### src/rtl/pc_sequencer.sv
`default_nettype none
// ============================================================================
// Module   : pc_sequencer
// Purpose  : Multi-cycle fetch / next-PC controller for the RISC-V datapath.
//            Owns the architectural PC, issues instruction-fetch requests,
//            waits for the datapath to finish each instruction and then
//            selects the next PC (PC+4, PC+imm, or (rs1+imm)&~1). Also keeps
//            a retired-instruction counter.
// Revision : 1.0 - initial release
// ----------------------------------------------------------------------------
// Parameters:
//   RESET_PC     PC loaded on reset
//   TRAP_PC      redirect target for a misaligned next PC (trap build only)
// Ports:
//   clock        in   1   system clock, rising edge
//   reset        in   1   synchronous active-high reset
//   imem_req     out  1   fetch request, high throughout FETCH
//   imem_addr    out  32  fetch address (== pc)
//   imem_ack     in   1   fetch accepted/returned, sampled in FETCH only
//   instr_valid  out  1   pulse on first EXEC cycle
//   exec_done    in   1   datapath finished, sampled in EXEC only
//   branch_taken in   1   select pc+immediate
//   jalr         in   1   select (rs1_value+immediate)&~1, wins over branch
//   immediate    in   32  immediate operand
//   rs1_value    in   32  rs1 operand for JALR
//   pc           out  32  current PC
//   pc_plus4     out  32  pc+4 (combinational) for link-register write
//   instret      out  32  retired-instruction count (wraps)
//   trap         out  1   misaligned-target pulse (first FETCH after retire)
//   bad_addr     out  32  last offending target address
// Build option:
//   MISALIGN_TRAP_EN  defined   -> misaligned targets redirect to TRAP_PC,
//                                  pulse trap and capture bad_addr
//                     undefined -> next PC bits [1:0] are cleared,
//                                  trap and bad_addr are tied to 0
// ============================================================================
module pc_sequencer #(
    parameter logic [31:0] RESET_PC = 32'h0000_0000,
    parameter logic [31:0] TRAP_PC  = 32'h0000_0100
) (
    input  logic        clock,
    input  logic        reset,
    output logic        imem_req,
    output logic [31:0] imem_addr,
    input  logic        imem_ack,
    output logic        instr_valid,
    input  logic        exec_done,
    input  logic        branch_taken,
    input  logic        jalr,
    input  logic [31:0] immediate,
    input  logic [31:0] rs1_value,
    output logic [31:0] pc,
    output logic [31:0] pc_plus4,
    output logic [31:0] instret,
    output logic        trap,
    output logic [31:0] bad_addr
);

    localparam logic [1:0] C_IDLE  = 2'd0;
    localparam logic [1:0] C_FETCH = 2'd1;
    localparam logic [1:0] C_EXEC  = 2'd2;

    logic [1:0]  r_state;
    logic [1:0]  w_state_next;
    logic        w_imem_req;
    logic        r_instr_valid;
    logic [31:0] r_pc;
    logic [31:0] r_instret;
    logic [31:0] w_target;
    logic        w_retire;

    // ------------------------------------------------------------------
    // FSM: state register
    // ------------------------------------------------------------------
    always_ff @(posedge clock) begin
        if (reset) begin
            r_state <= C_IDLE;
        end else begin
            r_state <= w_state_next;
        end
    end

    // ------------------------------------------------------------------
    // FSM: next-state logic
    // ------------------------------------------------------------------
    always_comb begin
        w_state_next = r_state;
        case (r_state)
            C_IDLE:  w_state_next = C_FETCH;
            C_FETCH: if (imem_ack)  w_state_next = C_EXEC;
            C_EXEC:  if (exec_done) w_state_next = C_FETCH;
            default: w_state_next = C_IDLE;
        endcase
    end

    // ------------------------------------------------------------------
    // FSM: state-decoded outputs
    // ------------------------------------------------------------------
    always_comb begin
        w_imem_req = 1'b0;
        w_retire   = 1'b0;
        case (r_state)
            C_FETCH: w_imem_req = 1'b1;
            C_EXEC:  w_retire   = exec_done;
            default: begin
                w_imem_req = 1'b0;
                w_retire   = 1'b0;
            end
        endcase
    end

    // instr_valid is registered so it marks exactly the first EXEC cycle:
    // it is set only on the FETCH->EXEC transition.
    always_ff @(posedge clock) begin
        if (reset) begin
            r_instr_valid <= 1'b0;
        end else begin
            r_instr_valid <= (r_state == C_FETCH) && imem_ack;
        end
    end

    // ------------------------------------------------------------------
    // Next-PC selection; jalr has priority over branch_taken.
    // All sums wrap modulo 2^32.
    // ------------------------------------------------------------------
    always_comb begin
        w_target = r_pc + 32'd4;
        if (jalr) begin
            w_target = (rs1_value + immediate) & 32'hFFFF_FFFE;
        end else if (branch_taken) begin
            w_target = r_pc + immediate;
        end
    end

    // Retired-instruction counter
    always_ff @(posedge clock) begin
        if (reset) begin
            r_instret <= 32'd0;
        end else if (w_retire) begin
            r_instret <= r_instret + 32'd1;
        end
    end

`ifdef MISALIGN_TRAP_EN
    logic        w_misaligned;
    logic        r_trap;
    logic [31:0] r_bad_addr;

    assign w_misaligned = (w_target[1:0] != 2'b00);

    always_ff @(posedge clock) begin
        if (reset) begin
            r_pc       <= RESET_PC;
            r_trap     <= 1'b0;
            r_bad_addr <= 32'd0;
        end else begin
            // trap is a single-cycle pulse following the retiring edge
            r_trap <= w_retire && w_misaligned;
            if (w_retire) begin
                if (w_misaligned) begin
                    r_pc       <= TRAP_PC;
                    r_bad_addr <= w_target;
                end else begin
                    r_pc <= w_target;
                end
            end
        end
    end

    assign trap     = r_trap;
    assign bad_addr = r_bad_addr;
`else
    // Without the trap, the low two bits of any target are simply dropped.
    always_ff @(posedge clock) begin
        if (reset) begin
            r_pc <= RESET_PC;
        end else if (w_retire) begin
            r_pc <= w_target & 32'hFFFF_FFFC;
        end
    end

    assign trap     = 1'b0;
    assign bad_addr = 32'd0;
`endif

    assign imem_req    = w_imem_req;
    assign imem_addr   = r_pc;
    assign instr_valid = r_instr_valid;
    assign pc          = r_pc;
    assign pc_plus4    = r_pc + 32'd4;
    assign instret     = r_instret;

endmodule
`default_nettype wire

### config.mk
export PLATFORM = sky130hd
export DESIGN_NAME = pc_sequencer
export DESIGN_NICKNAME = d
export VERILOG_FILES = /design/src/rtl/pc_sequencer.sv
export SDC_FILE = /design/constraint.sdc
export NUM_CORES = 1
export LEC_CHECK = 0
export ABC_AREA = 1
export BUFFER_PORTS_ARGS = -buffer_cell sky130_fd_sc_hd__buf_2
export CAP_MARGIN = 10
export CORE_UTILIZATION = 25
export CTS_BUF_LIST = sky130_fd_sc_hd__clkbuf_4 sky130_fd_sc_hd__clkbuf_8
export DETAILED_ROUTE_END_ITERATION = 10
export MAX_ROUTING_LAYER = met4
export PLACE_DENSITY = 0.48
export SKIP_CTS_REPAIR_TIMING = 1
export SLEW_MARGIN = 20
export SYNTH_ARGS = -nofsm -noshare
export SYNTH_HDL_FRONTEND = slang
export SYNTH_SLANG_ARGS = --single-unit
### constraint.sdc
create_clock -name clock -period 2.76 [get_ports clock]
set_input_delay 0.276 -clock clock [delete_from_list [all_inputs] [get_ports clock]]
set_output_delay 0.276 -clock clock [all_outputs]
set_load 0.1 [all_outputs]
### Word-level counts from Yosys, hierarchy flattened

Index checks and enable logic that the tools add are counted.
W data, S select, Z words.

| storage, ports and cells | value |
|---|---|
| flip-flop bits (word level) | 65 |
| bits in latches | 0 |
| input bits | 70 |
| bits in read-only memories | 0 |
| memory bits (writable) | 0 |
| memories | 0 |
| output and inout port bits | 163 |
| logic and storage cells | 22 |

| cells by class | value |
|---|---|
| magnitude comparators | 0 |
| div/mod/pow operators | 0 |
| add/subtract/negate cells | 4 |
| reduce and logical (&&, ||, !) cells | 3 |
| multipliers | 0 |
| bitwise operators | 0 |
| multiplexer cells | 7 |
| shift-type cells | 0 |
| eq/ne operators | 4 |

Operators with widths:

| kind | number |
|---|---|
| $add A32 B32 Y32 | 2 |
| $mux W32 | 2 |
| $add A32 B1 Y32 const B | 1 |
| $add A32 B3 Y32 const B | 1 |
| $pmux W2 S3 | 1 |
| $mux W2 | 2 |
| $ne A2 B2 Y1 const B | 2 |
| $eq A2 B1 Y1 const B | 1 |
| $eq A2 B2 Y1 const B | 1 |
| $logic_not A2 Y1 | 1 |
| $mux W1 | 2 |
| $reduce_and A2 Y1 | 1 |
| $logic_and A1 B1 Y1 | 1 |

### Depth between registers and ports, before layout

| depth | value |
|---|---|
| depth after elaboration | 3 |
| mapped depth | 16 |
| gate-level depth less buffers | 16 |

### Least setup slack after synthesis

OpenSTA, ideal clock, no wires.

| timing path | value |
|---|---|
| path kind | register to register |
| from | register r_pc[3] (netlist: imem_addr[3]) |
| to | register r_pc[8] (netlist: imem_addr[8]) |
| path slack | -1167 ps |
| library setup time | 75 ps |
| data required time | 2685 ps |
| period minus slack after synthesis | 3927 ps |
| stages on the path, launching flop included | 9 |
| arrival time | 3852 ps |
| buffers on the path | 0 |
| cell sequence | dfxtp_1 -> ha_1 -> nand2_1 -> nor3_1 -> nor2_1 -> a21oi_1 -> o21ai_0 -> o21bai_1 -> a31oi_1 |

| on the way | value |
|---|---|
| word-level cells in the longest chain between the ends | 3 |
| elaborated cells on any way between the ends | 4 |
| classes of those cells | add/sub (2); mux (2) |

RTL lines:

| what | line | source |
|---|---|---|
| start, declared | 67 | `logic [31:0] r_pc;` |
| start signal, assigned | 178 | `r_pc <= w_target & 32'hFFFF_FFFC;` |
| $add A32 B3 Y32 | - |  |
| via pc_plus4[8] | 53 | `output logic [31:0] pc_plus4,` |
| $mux W32 | 130 | `end else if (branch_taken) begin` |
| $mux W32 | 128 | `if (jalr) begin` |

The timed path passes the listed nets, and every way through them passes these cells.
A chain may end at the register's enable or synchronous reset.

### Final worst setup path

| timing path | value |
|---|---|
| from | register r_pc[3] (netlist: imem_addr[3]) |
| to | output port pc_plus4[8] |

| on the way | value |
|---|---|
| word-level cells in the longest chain between the ends | 1 |

RTL lines:

| what | line | source |
|---|---|---|
| $add A32 B3 Y32 | 190 | `assign pc_plus4 = r_pc + 32'd4;` |
| end, declared | 53 |  |

No other way between the ends.

==> flow_metrics.py <==
metrics = {
    "run_status": {
        "status": "finished, final reports clean",
    },
    "timing": {
        "worstMarginPinSlew_ps": 673,
        "timing.hold.ws_ps": 195,
        "finClkSkew_ps": 16.0,
        "period_share_pct": 94.5,
        "setup_tns_ps": 0,
        "timing.final.ws_setup_ps": 151,
        "fin_crit_ps": 2610,
        "fmax_mhz": 383,
        "rsz0062_at_grt": "false",
        "slew_violations": 0,
        "hold_viol_final": 0,
        "relSlewSlack_pct": 55.1,
        "setup_violations": 0,
    },
    "die": {
        "placementRows": 69,
        "start_util_pct": 25.3,
        "fp.dieArea_sq_um": 36700,
        "io_pins": 233,
        "die_w_um": 192,
        "core-area_sq_um": 35500,
        "fp.dieH_um": 192,
    },
    "worst_setup_path": {
        "required_ps": 2480,
        "start_kind": "flop",
        "slowest_stage": "nor3_1",
        "r2r_end": "imem_addr[30]",
        "path_class": "flop to output pin",
        "slowest_delay_ps": 470,
        "crit_family": "simple AND/OR/NAND/NOR gates",
        "end_kind": "output pin",
        "path_buf_inv": 1,
        "cp_cell_sequence": "ha_1 > nand2_1 > nor3_1 > nor2_1 > a21oi_2 > buf_2",
        "reg2regPathDepth": 14,
        "r2r_slack_ps": 420,
        "worstPathMaxFanout": 8,
        "crit_arrival_ps": 2330,
        "r2r-start": "imem_addr[2]",
    },
    "yosys": {
        "synthArstFlopShare_pct": 0,
        "postSynthCellCount": 1658,
        "synth-edff-count": 0,
        "synthesis.area_sq_um": 8990,
        "avgSynthCellArea_sq_um": 5.42,
        "ys_ff_latch": 65,
        "ys.flop_type": "dfxtp_1",
        "ys_types": 40,
        "yosys_warnings": 0,
        "yosysSeqAreaShare_pct": 14.5,
    },
    "clock_network": {
        "cts_tree": "yes",
        "cts.sinks": 65,
        "cts_max_path_buffers": 2,
        "clk_pin_slew_ps": 90,
        "h-tree-depth": 3,
        "clk_latency_ps": 350,
        "cts_buffers": 9,
        "clockRootBuffer": "clkbuf_8",
    },
    "flow_run": {
        "drv_cap": 0,
    },
    "pwr": {
        "p_per_area_nw_per_um2": 328,
        "power_leakage_nw": 5.89,
        "ir_worst_vdd_uv": 207,
    },
    "route": {
        "wl_um": 37000,
        "drc": 0,
        "ant_nets": 0,
        "routedWlPerCell_um": 16.2,
        "dr.pass1.iters": 5,
        "drt_iter0_drc": 547,
        "vias": 10500,
        "drt-vias-per-instance": 4.58,
    },
    "worst_hold_path": {
        "hold_path.class": "primary input to flop",
        "hp-start": "imem_ack",
        "holdPathEnd": "instr_valid",
        "whs_path_depth": 3,
    },
    "placed_design": {
        "post-place-ws_ps": 328,
        "gp_congestion": 0.943,
        "dp_hpwl_um": 31400,
        "port_buffers": 193,
    },
    "grt": {
        "grt_max_degree": 46,
        "grt_pass1_wl_um": 55900,
        "grt_use_total_pct": 20.7,
        "overflow": 0,
        "antenna_found_initial": 0,
        "grt_pass1_vias": 9943,
    },
    "cells_and_area": {
        "multi_input_area_sq_um": 6190,
        "diodes": 0,
        "seqCellArea_sq_um": 1340,
        "final_common_cell": "nand2_1",
        "layout-drive-gt1-share_pct": 15.7,
        "nets": 1948,
        "fill_cells": 4084,
        "areaGrowthSynthToFinish_pct": 17.3,
        "layout_common_cells": "528 x nand2_1, 290 x inv_1, 179 x buf_2, 152 x nor2_1, 127 x nand3_1",
    },
}
==> metrics by stage <==
step	total power [mW]	instance area [sq um]	util [%]	std cells
floorplan	2.25	9240	-	1696
global placement	2.59	10300	29.0	2266
detailed placement	2.58	10300	29.0	2266
CTS	3.49	10500	29.6	2282
global route	3.67	10500	29.7	2282
finish	3.46	10500	29.7	2282
==> registers in the layout (all words and copies together) (netlist names) <==
signal / flops
r_state: 2
imem_addr: 30
instret: 32
instr_valid: 1
==> area by class of cell <==
cell class / count / area share, %
Sequential cell: 65 / 12.7
Multi-Input combinational cell: 1240 / 58.7
Timing Repair Buffer: 203 / 10.6
Inverter: 297 / 10.6
Clock inverter: 5 / 0.605
Tap cell: 461 / 5.47
Clock buffer: 11 / 1.38
==> cell families (layout without fill, tap and decap cells) <==
family / count (synthesis) / count (layout) / synth area share [%]
buf+inv: 391 / 516 / 19.3
compound gates: 212 / 212 / 12.8
xor+xnor: 36 / 36 / 3.51
other cells: 1 / 39 / 0.0417
simple gates: 891 / 891 / 41.2
flops: 65 / 65 / 14.5
fa+ha+maj: 62 / 62 / 8.71
==> worst max path at each step <==
stage | depth (start not counted) | to | from
final | 6 | pc_plus4[8] | imem_addr[3]
after CTS | 8 | pc_plus4[22] | imem_addr[3]
after floorplan | 8 | imem_addr[8] | imem_addr[3]
after global routing | 6 | pc_plus4[16] | imem_addr[3]
after detailed placement | 8 | pc_plus4[22] | imem_addr[3]
after global placement | 8 | pc_plus4[19] | imem_addr[13]
==> routing by layer <==
layer | vias up | global-route usage, % | part of all wire (%)
li1 | 5411 | - | -
met1 | 4730 | 26.0 | 46
met2 | 271 | 33.8 | 46
met3 | 43 | 3.29 | 5.1
met4 | 0 | 6.50 | 2.6
met5 | - | - | 0
==> cell usage after synthesis (2+ instances only) <==
cell type  number  share of area, %
a211oi_1        2              0.17
a21o_1          3              0.25
a21oi_1       100               5.6
a31oi_1        11              0.77
and2_1          2              0.14
buf_2           5              0.28
buf_4          69               5.8
clkbuf_1       19              0.79
dfxtp_1        65                14
ha_1           61               8.5
inv_1         291                12
inv_2           5              0.21
nand2_1       535                22
nand2_2         2              0.14
nand3_1       128               7.1
nand3_2         2              0.22
nand3b_1        4              0.33
nand4_1        16               1.1
nor2_1        155               6.5
nor2_2          6              0.42
nor3_1         26               1.4
nor3_2          6              0.67
nor4_1          3              0.21
o211ai_1        6              0.50
o21ai_0        66               3.7
o21ai_1         6              0.33
o21bai_1       17               1.4
xnor2_1         7              0.68
xor2_1         29               2.8
==> worst register-to-register path: cells and delay by family, from the launching register on <==
| family | cells | cell delay [ps] |
|---|---|---|
| and+or+nand+nor | 11 | 1130 |
| DFF | 1 | 390 |
| adders and majority gates | 2 | 690 |
| buffers and inverters | 1 | 30 |
==> report_power, final <==
group / leakage (nW) / total, mW / internal [mW] / switching (mW)
Clock: 0.104 / 0.886 / 0.459 / 0.427
Combinational: 5.25 / 1.58 / 0.356 / 1.22
Sequential: 0.537 / 0.995 / 0.954 / 0.0415
No activity file was read; power rests on OpenSTA's default activity.
